===== config.mk =====
export PLATFORM = sky130hd
export DESIGN_NAME = mmio_gpio_bank
export DESIGN_NICKNAME = d
export VERILOG_FILES = /design/src/rtl/mmio_gpio_bank.sv
export SDC_FILE = /design/constraint.sdc
export NUM_CORES = 1
export LEC_CHECK = 0
export CAP_MARGIN = 20
export CORE_MARGIN = 1
export CORE_UTILIZATION = 35
export DETAILED_ROUTE_END_ITERATION = 8
export HOLD_SLACK_MARGIN = 0.02
export SETUP_SLACK_MARGIN = 0.5
export SLEW_MARGIN = 10
export SYNTH_ARGS = -nofsm -noshare
export SYNTH_HDL_FRONTEND = slang
export SYNTH_SLANG_ARGS = --single-unit
export TNS_END_PERCENT = 5

===== constraint.sdc =====
create_clock -name clk -period 4.3 [get_ports clk]
set_input_delay 0.86 -clock clk [delete_from_list [all_inputs] [get_ports clk]]
set_output_delay 0.86 -clock clk [all_outputs]
set_load 0.02 [all_outputs]

===== src/rtl/mmio_gpio_bank.sv =====
// Memory-mapped GPIO bank: synchronised/debounced buttons, LED register, W1C edge events and a maskable irq.
// Define MMIO_GPIO_BOTH_EDGES_EN to also latch release (1->0) edges of the debounced inputs as events.
module mmio_gpio_bank #(
  parameter int NUM_IN          = 16,
  parameter int NUM_OUT         = 16,
  parameter int ADDR_W          = 15,
  parameter int DEBOUNCE_CYCLES = 4
) (
  input  logic               clk,
  input  logic               rst_n,
  input  logic [ADDR_W-1:0]  addr,
  input  logic               write_enable,
  input  logic [15:0]        data_in,
  output logic [15:0]        data_out,
  input  logic [NUM_IN-1:0]  buttons,
  output logic [NUM_OUT-1:0] leds,
  output logic               irq
);

  localparam int B     = NUM_IN + NUM_OUT;
  localparam int CNT_W = $clog2(DEBOUNCE_CYCLES + 1);
  localparam logic [CNT_W-1:0]  CNT_LAST      = CNT_W'(DEBOUNCE_CYCLES - 1);
  localparam logic [ADDR_W-1:0] ADDR_IN_WORD  = ADDR_W'(B);
  localparam logic [ADDR_W-1:0] ADDR_OUT_WORD = ADDR_W'(B + 1);
  localparam logic [ADDR_W-1:0] ADDR_EVT      = ADDR_W'(B + 2);
  localparam logic [ADDR_W-1:0] ADDR_MASK     = ADDR_W'(B + 3);

  logic [NUM_IN-1:0]  sync1_reg;
  logic [NUM_IN-1:0]  sync2_reg;
  logic [NUM_IN-1:0]  in_db_reg;
  logic [NUM_IN-1:0]  in_db_next;
  logic [NUM_IN-1:0]  in_db_dly_reg;
  logic [NUM_IN-1:0]  accept;
  logic [NUM_IN-1:0]  evt_reg;
  logic [NUM_IN-1:0]  evt_next;
  logic [NUM_IN-1:0]  evt_set;
  logic [NUM_IN-1:0]  evt_clr;
  logic [NUM_IN-1:0]  mask_reg;
  logic [NUM_IN-1:0]  mask_next;
  logic [NUM_OUT-1:0] leds_reg;
  logic [NUM_OUT-1:0] leds_next;
  logic [15:0]        data_out_reg;
  logic [15:0]        rd_data;
  logic [NUM_IN-1:0]  in_bit_hit;
  logic [NUM_OUT-1:0] led_bit_hit;
  logic               hit_in_word;
  logic               hit_out_word;
  logic               hit_evt;
  logic               hit_mask;

  assign hit_in_word  = (addr == ADDR_IN_WORD);
  assign hit_out_word = (addr == ADDR_OUT_WORD);
  assign hit_evt      = (addr == ADDR_EVT);
  assign hit_mask     = (addr == ADDR_MASK);

  always_ff @(posedge clk or negedge rst_n) begin
    if (!rst_n) begin
      sync1_reg <= '0;
      sync2_reg <= '0;
    end else begin
      sync1_reg <= buttons;
      sync2_reg <= sync1_reg;
    end
  end

  // Counter runs only while sync2 disagrees with the accepted level; the edge on
  // which it would reach DEBOUNCE_CYCLES is the edge that commits the new level.
  genvar gi;
  generate
    for (gi = 0; gi < NUM_IN; gi++) begin : g_debounce
      logic [CNT_W-1:0] cnt_reg;

      always_ff @(posedge clk or negedge rst_n) begin
        if (!rst_n) begin
          cnt_reg <= '0;
        end else if ((sync2_reg[gi] == in_db_reg[gi]) || accept[gi]) begin
          cnt_reg <= '0;
        end else begin
          cnt_reg <= cnt_reg + CNT_W'(1);
        end
      end

      assign accept[gi]     = (sync2_reg[gi] != in_db_reg[gi]) && (cnt_reg == CNT_LAST);
      assign in_db_next[gi] = accept[gi] ? sync2_reg[gi] : in_db_reg[gi];
      assign in_bit_hit[gi] = (addr == ADDR_W'(gi));
    end

    for (gi = 0; gi < NUM_OUT; gi++) begin : g_led_decode
      assign led_bit_hit[gi] = (addr == ADDR_W'(NUM_IN + gi));
    end
  endgenerate

  // Edges are taken from the delayed copy so events land one edge after in_db.
`ifdef MMIO_GPIO_BOTH_EDGES_EN
  assign evt_set = in_db_reg ^ in_db_dly_reg;
`else
  assign evt_set = in_db_reg & ~in_db_dly_reg;
`endif

  // A set on the same edge as a clear wins, so an edge is never lost.
  assign evt_clr  = (write_enable && hit_evt) ? data_in[NUM_IN-1:0] : '0;
  assign evt_next = (evt_reg & ~evt_clr) | evt_set;

  assign mask_next = (write_enable && hit_mask) ? data_in[NUM_IN-1:0] : mask_reg;

  always_comb begin
    leds_next = leds_reg;
    if (write_enable && hit_out_word) begin
      leds_next = data_in[NUM_OUT-1:0];
    end else if (write_enable) begin
      for (int i = 0; i < NUM_OUT; i++) begin
        if (led_bit_hit[i]) leds_next[i] = data_in[0];
      end
    end
  end

  always_comb begin
    rd_data = '0;
    if (|in_bit_hit) begin
      rd_data[0] = |(in_bit_hit & in_db_reg);
    end else if (|led_bit_hit) begin
      rd_data[0] = |(led_bit_hit & leds_reg);
    end else if (hit_in_word) begin
      rd_data[NUM_IN-1:0] = in_db_reg;
    end else if (hit_out_word) begin
      rd_data[NUM_OUT-1:0] = leds_reg;
    end else if (hit_evt) begin
      rd_data[NUM_IN-1:0] = evt_reg;
    end else if (hit_mask) begin
      rd_data[NUM_IN-1:0] = mask_reg;
    end
  end

  always_ff @(posedge clk or negedge rst_n) begin
    if (!rst_n) begin
      in_db_reg     <= '0;
      in_db_dly_reg <= '0;
      evt_reg       <= '0;
      mask_reg      <= '0;
      leds_reg      <= '0;
      data_out_reg  <= '0;
    end else begin
      in_db_reg     <= in_db_next;
      in_db_dly_reg <= in_db_reg;
      evt_reg       <= evt_next;
      mask_reg      <= mask_next;
      leds_reg      <= leds_next;
      data_out_reg  <= rd_data;
    end
  end

  assign data_out = data_out_reg;
  assign leds     = leds_reg;
  assign irq      = |(evt_reg & mask_reg);

endmodule


==> results.yml, run 1 <==
logic_synthesis:
  synth_seq_cells: 176
  synth-async-reset-ratio: 1.000
  netlist_area_um2: 7438
  synth_flop_cell: "dfrtp_1"
  yosysWarnings: 0
  synth_edf_count: 0
  syn_nets: 704
  synth.avg_cell_area_um2: 11.96
  netlist_instances: 622
  ys_types: 49
  ys_seq_area_frac: 0.5921
floorplanning:
  die_w_um: 147.8
  start_util: 0.3618
  fp-row-count: 52
  die_y_um: 147.8
  pin_count: 83
  design.core.area_um2: 20560
  die_area_um2: 21840
critical_path:
  startpoint: "addr[5]"
  end_kind: "flip-flop"
  r2r_slack_ns: 2.28
  critPathRequiredTime_ns: 4.60
  crit_type: "input pin to flip-flop"
  startpoint_type: "input pin"
  slowest_delay_ns: 0.68
  arrival_ns: 3.57
  path_cells: "clkdlybuf4s50_1, nor3b_1, nand4_1, nand2b_1, o22ai_1, a21oi_1"
  rr_worst_depth: 5
  slowest_stage: "nand2b_1"
  cp.depth: 6
  r2r_start: "leds[14]"
  cp.buffers_inverters: 1
  critPathMaxFanout: 13
  path_delay_family: "simple AND/OR/NAND/NOR gates"
power_and_ir_drop:
  p_leak_nw: 4.172
  internal-power_mw: 3.222
  max-vdd-ir-drop_mv: 0.2427
  power_density_nw_per_um2: 490.7
  clockPowerShare: 0.345
  p_seq_frac: 0.491
  power_switching_mw: 1.312
  comb_power_share: 0.163
  swShare: 0.2893
clock_network:
  postCtsHoldBufs: 0
  cts_buffer_depth: 2
  worstSkewPairLatency_ns: 0.43
  htree_levels: 4
  cts-resized-gates: 0
  cts_tree: "done"
  cts_setup_buffers: 0
  cts_buffers: 17
  clockRootBuffer: "clkbuf_16"
  clock_sinks: 176
  path_clk_slew_ns: 0.07
placement:
  port_buffers: 82
  dp_hpwl_um: 13510
  placed_cell_area_um2: 8646
  place.gp.congestion: 0.8798
global_route:
  gr-usage-met1: 0.2490
  grt_usage: 0.1870
  grt_pass1_vias: 5274
  grt-busiest-layer: "met2"
  met2_usage: 0.3050
  grt_max_degree: 88
  grt_pass1_wl_um: 30480
  antenna_found_initial: 0
  overflow: 0
  gr-usage-met3: 0.04290
drt:
  drt-total-wl_um: 19170
  vias_per_cell: 5.190
  drtIter0Drc: 428
  wire_per_inst_um: 19.15
  vias: 5195
  ant_nets: 0
  post-route-drc-count: 0
  first_pass_iters: 5
sta:
  period_minus_slack_ns: 3.269
  tightestPinTransition_ns: 1.115
  slew_viol_final: 0
  clock_skew_ns: 0.006974
  max-slew-margin-rel: 0.2564
  rsz0062_at_grt: "no"
  setup_tns_ns: 0
  finalSetupViolCount: 0
  fmax_ghz: 0.3059
  fin_crit_sh: 0.7603
  hold_viol_final: 0
  fin_hold_ws_ns: 0.3469
cells_and_area:
  final_layout_size_suffix_gt1_frac: 0.1327
  antennaDiodeCount: 0
  regArea_um2: 4404
  nFillCells: 1927
  multiInputGateArea_um2: 2746
  area_growth_pct: 24.24
  layout_commonest_cell: "dfrtp_1"
  fin_area_um2: 9241
  layout.nets: 800
  largest_reg_flops: 48
  final_cell_mix: "176 x dfrtp_1, 81 x clkdlybuf4s50_1, 76 x nor2_1, 50 x inv_1, 38 x a21oi_1"
worst_hold_path:
  hold_path_depth: 0
  holdCritStartpoint: "sync1_reg[4]"
  worstHoldPathType: "flip-flop to flip-flop"
run:
  drv_cap: 0
run_status:
  outcome: "finished, final reports clean"
-- worst paths after layout --
path / to
max in group asynchronous: sync1_reg[11]
worst max register to register: data_out[0]
worst min register to register: sync2_reg[4]
worst max-delay path: leds[14]
min in group asynchronous: g_debounce[0].cnt_reg[0]
worst min-delay path: sync2_reg[4]
-- Yosys cell counts, drive strengths merged (2+ instances only) --
library cell,number,area [µm²]
a21oi,38,190.2
a221oi,4,35.03
a222oi,14,140.1
a22o,20,175.2
a22oi,4,30.03
a31o,2,17.52
a31oi,3,18.77
buf,9,47.54
clkbuf,14,52.55
dfrtp,176,4404
ha,32,400.4
inv,50,187.7
mux2,34,420.4
mux2i,8,80.08
mux4,3,67.56
nand2,19,71.32
nand2b,22,137.6
nand3,8,40.04
nand4,7,43.79
nor2,76,285.3
nor2b,4,25.02
nor3,4,30.03
nor3b,5,42.54
nor4,2,27.53
o211ai,2,15.01
o21ai,11,55.05
o22ai,11,68.82
o2bb2ai,3,26.28
o32ai,4,35.03
or2,3,18.77
or3,2,12.51
or4,2,15.01
xor2,16,140.1
-- final cells by class --
cell class                 instances  share of cell area
timing repair buffer             100              0.1049
multi-input combinational        373              0.2972
clock buffer                      19             0.04793
tap                              270             0.03656
sequential                       176              0.4766
clock inverter                    13             0.01652
inverter                          50             0.02031
-- through the flow --
stage | power (mW) | cells | setup slack (ns) | util
detailed placement | 3.023 | 969 | 0.6624 | 0.4205
floorplan | 2.709 | 622 | 1.771 | -
CTS | 4.605 | 1001 | 1.080 | 0.4495
finish | 4.535 | 1001 | 1.031 | 0.4495
global route | 4.810 | 1001 | 0.9442 | 0.4495
global placement | 2.940 | 969 | 0.6611 | 0.4205
-- logic make-up after synthesis --
| kind of cell | after synthesis | share of synthesized area |
|---|---|---|
| simple gates | 159 | 0.1058 |
| flops | 176 | 0.5921 |
| mux | 45 | 0.07637 |
| buf+inv | 73 | 0.03869 |
| xor+xnor | 16 | 0.01884 |
| fa+ha+maj | 32 | 0.05383 |
| compound gates | 121 | 0.1144 |
-- layer usage --
| metal | wire, µm | vias to the layer above |
|---|---|---|
| li1 | - | 2388 |
| met1 | 8540 | 2643 |
| met2 | 9473 | 146 |
| met3 | 845 | 18 |
| met4 | 306 | 0 |
| met5 | 0 | - |
-- power by group through the flow --
| stage | logic [mW] | clock network, mW | registers, mW |
|---|---|---|---|
| 6_report | 0.741 | 1.57 | 2.23 |
| 5_1_grt | 0.859 | 1.68 | 2.28 |
| 4_1_cts | 0.761 | 1.61 | 2.23 |
| 3_5_place_dp | 0.758 | 0 | 2.26 |
| 3_3_place_gp | 0.697 | 0 | 2.24 |
| 2_1_floorplan | 0.537 | 0 | 2.17 |
Note: power is estimated with default switching activity, not from simulation.
==> inputs of run 2 (changes only) <==
==> constraint.sdc (replaced) <==
create_clock -name clk -period 2.85 [get_ports clk]
set_input_delay 0.57 -clock clk [delete_from_list [all_inputs] [get_ports clk]]
set_output_delay 0.57 -clock clk [all_outputs]
set_load 0.02 [all_outputs]
==> run 2 against run 1 <==
Non-clock buffer count rose by 18. Register-to-register slack got worse by 1.3 ns. Critical path depth fell by 2. Cell area rose by 1.9%. Worst setup slack got worse by 0.58 ns. Highest routed layer unchanged.
==> results.yml, run 2 (synthesis results as in run 1) <==
floorplanning:
  start_util: 0.3618
  die_y_um: 147.8
  pin_count: 83
  die_area_um2: 21840
  die_w_um: 147.8
  fp-row-count: 52
  design.core.area_um2: 20560
drt:
  post-route-drc-count: 0
  wire_per_inst_um: 18.49
  vias_per_cell: 5.151
  drtIter0Drc: 420
  drt-total-wl_um: 18820
  ant_nets: 0
  vias: 5244
  first_pass_iters: 7
global_route:
  antenna_found_initial: 0
  grt_pass1_wl_um: 30260
  grt_max_degree: 73
  grt_pass1_vias: 5524
  overflow: 0
  grt_usage: 0.1840
clock_network:
  path_clk_slew_ns: 0.06
  cts_tree: "done"
  postCtsHoldBufs: 0
  worstSkewPairLatency_ns: 0.42
  htree_levels: 4
  clockRootBuffer: "clkbuf_16"
  clock_sinks: 176
  cts_buffer_depth: 2
  cts_buffers: 17
cells_and_area:
  fin_area_um2: 9414
  layout_commonest_cell: "dfrtp_1"
  final_util: 0.4579
  antennaDiodeCount: 0
  final_cell_mix: "176 x dfrtp_1, 80 x clkdlybuf4s50_1, 76 x nor2_1, 50 x inv_1, 38 x a21oi_1"
  layout.nets: 818
  nFillCells: 1913
  final_layout_size_suffix_gt1_frac: 0.1578
  area_growth_pct: 26.56
  largest_reg_flops: 48
sta:
  clock_skew_ns: 0.01266
  slew_viol_final: 0
  period_minus_slack_ns: 2.395
  setup_tns_ns: 0
  finalSetupViolCount: 0
  hold_viol_final: 0
  tightestPinTransition_ns: 0.6750
  rsz0062_at_grt: "yes"
  max-slew-margin-rel: 0.5500
  fmax_ghz: 0.4176
  fin_crit_sh: 0.8402
  fin_hold_ws_ns: 0.1700
run:
  drv_cap: 0
critical_path:
  slowest_delay_ns: 0.39
  r2r_start: "leds[14]"
  end_kind: "primary output"
  slowest_stage: "dfrtp_1"
  critPathMaxFanout: 2
  crit_type: "flip-flop to primary output"
  arrival_ns: 1.82
  critPathRequiredTime_ns: 2.28
  startpoint_type: "flip-flop"
  path_cells: "a22o_1, a221oi_2, nand4_1, buf_4"
  startpoint: "evt_reg[14]"
power_and_ir_drop:
  max-vdd-ir-drop_mv: 0.3386
  p_seq_frac: 0.493
  swShare: 0.2776
  p_leak_nw: 4.264
  comb_power_share: 0.167
  internal-power_mw: 4.926
  power_density_nw_per_um2: 724.4
  clockPowerShare: 0.340
  power_switching_mw: 1.893
run_status:
  outcome: "finished, final reports clean"
worst_hold_path:
  worstHoldPathType: "input pin to async pin"
placement:
  port_buffers: 82
  dp_hpwl_um: 13580
  place.gp.congestion: 0.8699
  placed_cell_area_um2: 8763
## run 2: critical path: cells and delay by family (launching register included)
| family | cells | cell delay (ns) |
|---|---|---|
| buf+inv | 1 | 0.21 |
| compound gates | 2 | 0.59 |
| flops | 1 | 0.39 |
| simple gates | 1 | 0.23 |
## run 2: final cells by class
type	instances	area, µm²	share of cell area
flip-flops and latches	176	4404	0.4678
clock buffers	24	491.7	0.05223
repair buffers	118	1115	0.1184
inverters	50	187.7	0.01994
multi-input cells	373	2778	0.2951
well taps	270	337.8	0.03589
clock inverters	7	100.1	0.01063
## run 2: per-stage QoR
step / power (mW) / cells / worst slack (ns)
finish: 6.819 / 1018 / 0.4554
detailed placement: 4.575 / 983 / 0.09775
global route: 7.270 / 1018 / 0.4370
CTS: 6.928 / 1016 / 0.4863
global placement: 4.437 / 983 / 0.08532
floorplan: 4.088 / 622 / 0.6109
## run 2: final timing paths
path,slack [ns],endpoint,cells past startpoint
max in group asynchronous,1.86,evt_reg[15],2
min,0.17,g_debounce[0].cnt_reg[1],1
max,0.46,irq,4
min in group clk,0.35,sync2_reg[14],0
min reg2reg,0.35,sync2_reg[14],0
max reg2reg,0.95,data_out[0],5
## run 2: timing repair
| item | in CTS | in global routing |
|---|---|---|
| gates resized for setup | 8 | 3 |
| setup buffers | 2 | 2 |
| cloned | 0 | 0 |
| pin swaps | 1 | 1 |
| setup endpoints to repair | 1 | 40 |
## run 2: per-layer routing
metal	vias to the layer above	GRT usage	routed length [µm]
met3	31	0.04506	1003
met4	0	0.06856	462
li1	2423	-	-
met5	-	0	0
met2	157	0.3045	9282
met1	2633	0.2332	8075
## run 2: power by group through the flow
stage / Sequential (mW) / Combinational, mW / Clock [mW]
finish: 3.36 / 1.14 / 2.32
global route: 3.44 / 1.33 / 2.50
CTS: 3.37 / 1.16 / 2.39
detailed placement: 3.42 / 1.16 / 0
global placement: 3.38 / 1.06 / 0
floorplan: 3.28 / 0.811 / 0
==> inputs of run 3 (changes only) <==
==> constraint.sdc (replaced) <==
create_clock -name clk -period 1.99 [get_ports clk]
set_input_delay 0.398 -clock clk [delete_from_list [all_inputs] [get_ports clk]]
set_output_delay 0.398 -clock clk [all_outputs]
set_load 0.02 [all_outputs]
==> run 3 against run 2 <==
The run now ends with setup timing left. Global-route usage grew 1.6 points. Clock-buffer cell count is 5 lower. Combinational power rose by 53%. Cell area up 12%. Clock power grew 48%. Routed wire length rose by 11%. Sequential cell count stayed put. First-iteration DRC count up 13%. Sequential power is 44% higher. Cell count is 7.2% higher. Worst setup slack worse by 0.63 ns. Total power is 47% higher. Largest cell class unchanged. Largest power group unchanged. Highest routed layer unchanged.
==> results.yml, run 3 (synthesis results as in run 1) <==
run_status:
  outcome: "finished, violations left"
  violations: "setup timing"
clock_network:
  clock_sinks: 176
  cts_tree: "done"
  path_clk_slew_ns: 0.06
  cts_buffer_depth: 2
  clockRootBuffer: "clkbuf_16"
  worstSkewPairLatency_ns: 0.43
  cts_buffers: 17
  htree_levels: 4
sta:
  fin_hold_ws_ns: 0.3489
  rsz0062_at_grt: "yes"
  tightestPinTransition_ns: 0.5950
  slew_viol_final: 0
  finalSetupViolCount: 1
  fin_crit_sh: 1.088
  clock_skew_ns: 0.005281
  period_minus_slack_ns: 2.164
  hold_viol_final: 0
  max-slew-margin-rel: 0.6027
  fmax_ghz: 0.4620
  layout_setup_ws_ns: -0.1744
cells_and_area:
  area_growth_pct: 41.51
  antennaDiodeCount: 0
  layout_commonest_cell: "dfrtp_1"
  final_cell_mix: "165 x dfrtp_1, 71 x buf_4, 65 x nor2_1, 50 x inv_1, 36 x buf_6"
  fin_area_um2: 10530
  final_layout_size_suffix_gt1_frac: 0.3752
  final_util: 0.5120
  largest_reg_flops: 48
  layout.nets: 890
  nFillCells: 1820
power_and_ir_drop:
  comb_power_share: 0.174
  power_switching_mw: 2.876
  swShare: 0.2865
  power_density_nw_per_um2: 953.5
  max-vdd-ir-drop_mv: 0.5079
  p_leak_nw: 4.913
  p_seq_frac: 0.483
  clockPowerShare: 0.343
  internal-power_mw: 7.161
placement:
  port_buffers: 82
  place_ws_ns: -0.5331
  dp_hpwl_um: 14870
  place.gp.congestion: 0.9293
  placed_cell_area_um2: 9301
worst_hold_path:
  hold_path_depth: 0
  worstHoldPathType: "flip-flop to flip-flop"
critical_path:
  rr_worst_depth: 5
  crit_type: "flip-flop to primary output"
  cp.buffers_inverters: 2
  startpoint_type: "flip-flop"
  slowest_delay_ns: 0.38
  end_kind: "primary output"
  cp.depth: 5
  path_delay_family: "compound AO/OA/AOI/OAI gates"
  critPathMaxFanout: 2
  arrival_ns: 1.77
  critPathRequiredTime_ns: 1.59
  slowest_stage: "dfrtp_1"
  path_cells: "a22o_1, a221oi_2, buf_4, nand4_1, buf_6"
drt:
  ant_nets: 0
  wire_per_inst_um: 19.14
  drt-total-wl_um: 20880
  post-route-drc-count: 0
  first_pass_iters: 7
  vias_per_cell: 5.152
  drtIter0Drc: 476
  vias: 5621
floorplanning:
  die_y_um: 147.8
  die_area_um2: 21840
  design.core.area_um2: 20560
  start_util: 0.3618
  fp-row-count: 52
  pin_count: 83
  die_w_um: 147.8
global_route:
  grt_max_degree: 43
  grt_pass1_vias: 5980
  grt_pass1_wl_um: 32730
  antenna_found_initial: 0
  grt_usage: 0.2001
  overflow: 0
run:
  drv_cap: 0
==> run 3: final timing paths <==
| kind | start | endpoint | slack, ns |
|---|---|---|---|
| worst max-delay path | mask_reg[14] | irq | -0.17 |
| worst min-delay path | sync1_reg[5] | sync2_reg[5] | 0.35 |
| worst max register to register | leds[14] | data_out[0] | 0.31 |
| worst min register to register | sync1_reg[5] | sync2_reg[5] | 0.35 |
| max in group asynchronous | rst_n | g_debounce[14].cnt_reg[0] | 0.93 |
| min in group asynchronous | rst_n | sync2_reg[0] | 0.47 |
==> run 3: per-layer routing <==
layer | track usage | part of all wire
met1 | 0.2550 | 0.43
met2 | 0.3333 | 0.50
met3 | 0.03519 | 0.044
met4 | 0.08918 | 0.028
met5 | 0 | 0
==> run 3: final cells by class <==
class | instances | area [µm²] | share of cell area
Tap cell | 270 | 337.8 | 0.03209
Clock buffer | 19 | 452.9 | 0.04303
Multi-Input combinational cell | 373 | 3179 | 0.3020
Timing Repair Buffer | 190 | 1793 | 0.1703
Clock inverter | 13 | 157.7 | 0.01498
Sequential cell | 176 | 4418 | 0.4197
Inverter | 50 | 187.7 | 0.01783
==> run 3: timing repair <==
action                                 4_1_cts  5_1_grt
setup endpoints to repair                   97       71
hold buffers                                 1        0
gates resized for setup                    298       44
cloned                                       1        1
setup buffers                                6        2
endpoints found under the hold margin       35        0
pin swaps                                   94       81
==> run 3: power by group through the flow <==
stage	registers (mW)	logic, mW	clock network (mW)
detailed placement	4.91	1.73	0
CTS	4.85	1.76	3.54
global placement	4.87	1.58	0
floorplan	4.69	1.16	0
finish	4.85	1.74	3.44
global route	4.95	2.05	3.69
==> run 3: through the flow <==
step	setup TNS, ns	total power [mW]	instances
after floorplan	-0.1999	5.854	622
after global placement	-25.03	6.443	1048
after detailed placement	-26.01	6.641	1048
after CTS	-0.1649	10.15	1088
after global routing	-0.1788	10.69	1091
final	-0.1744	10.04	1091
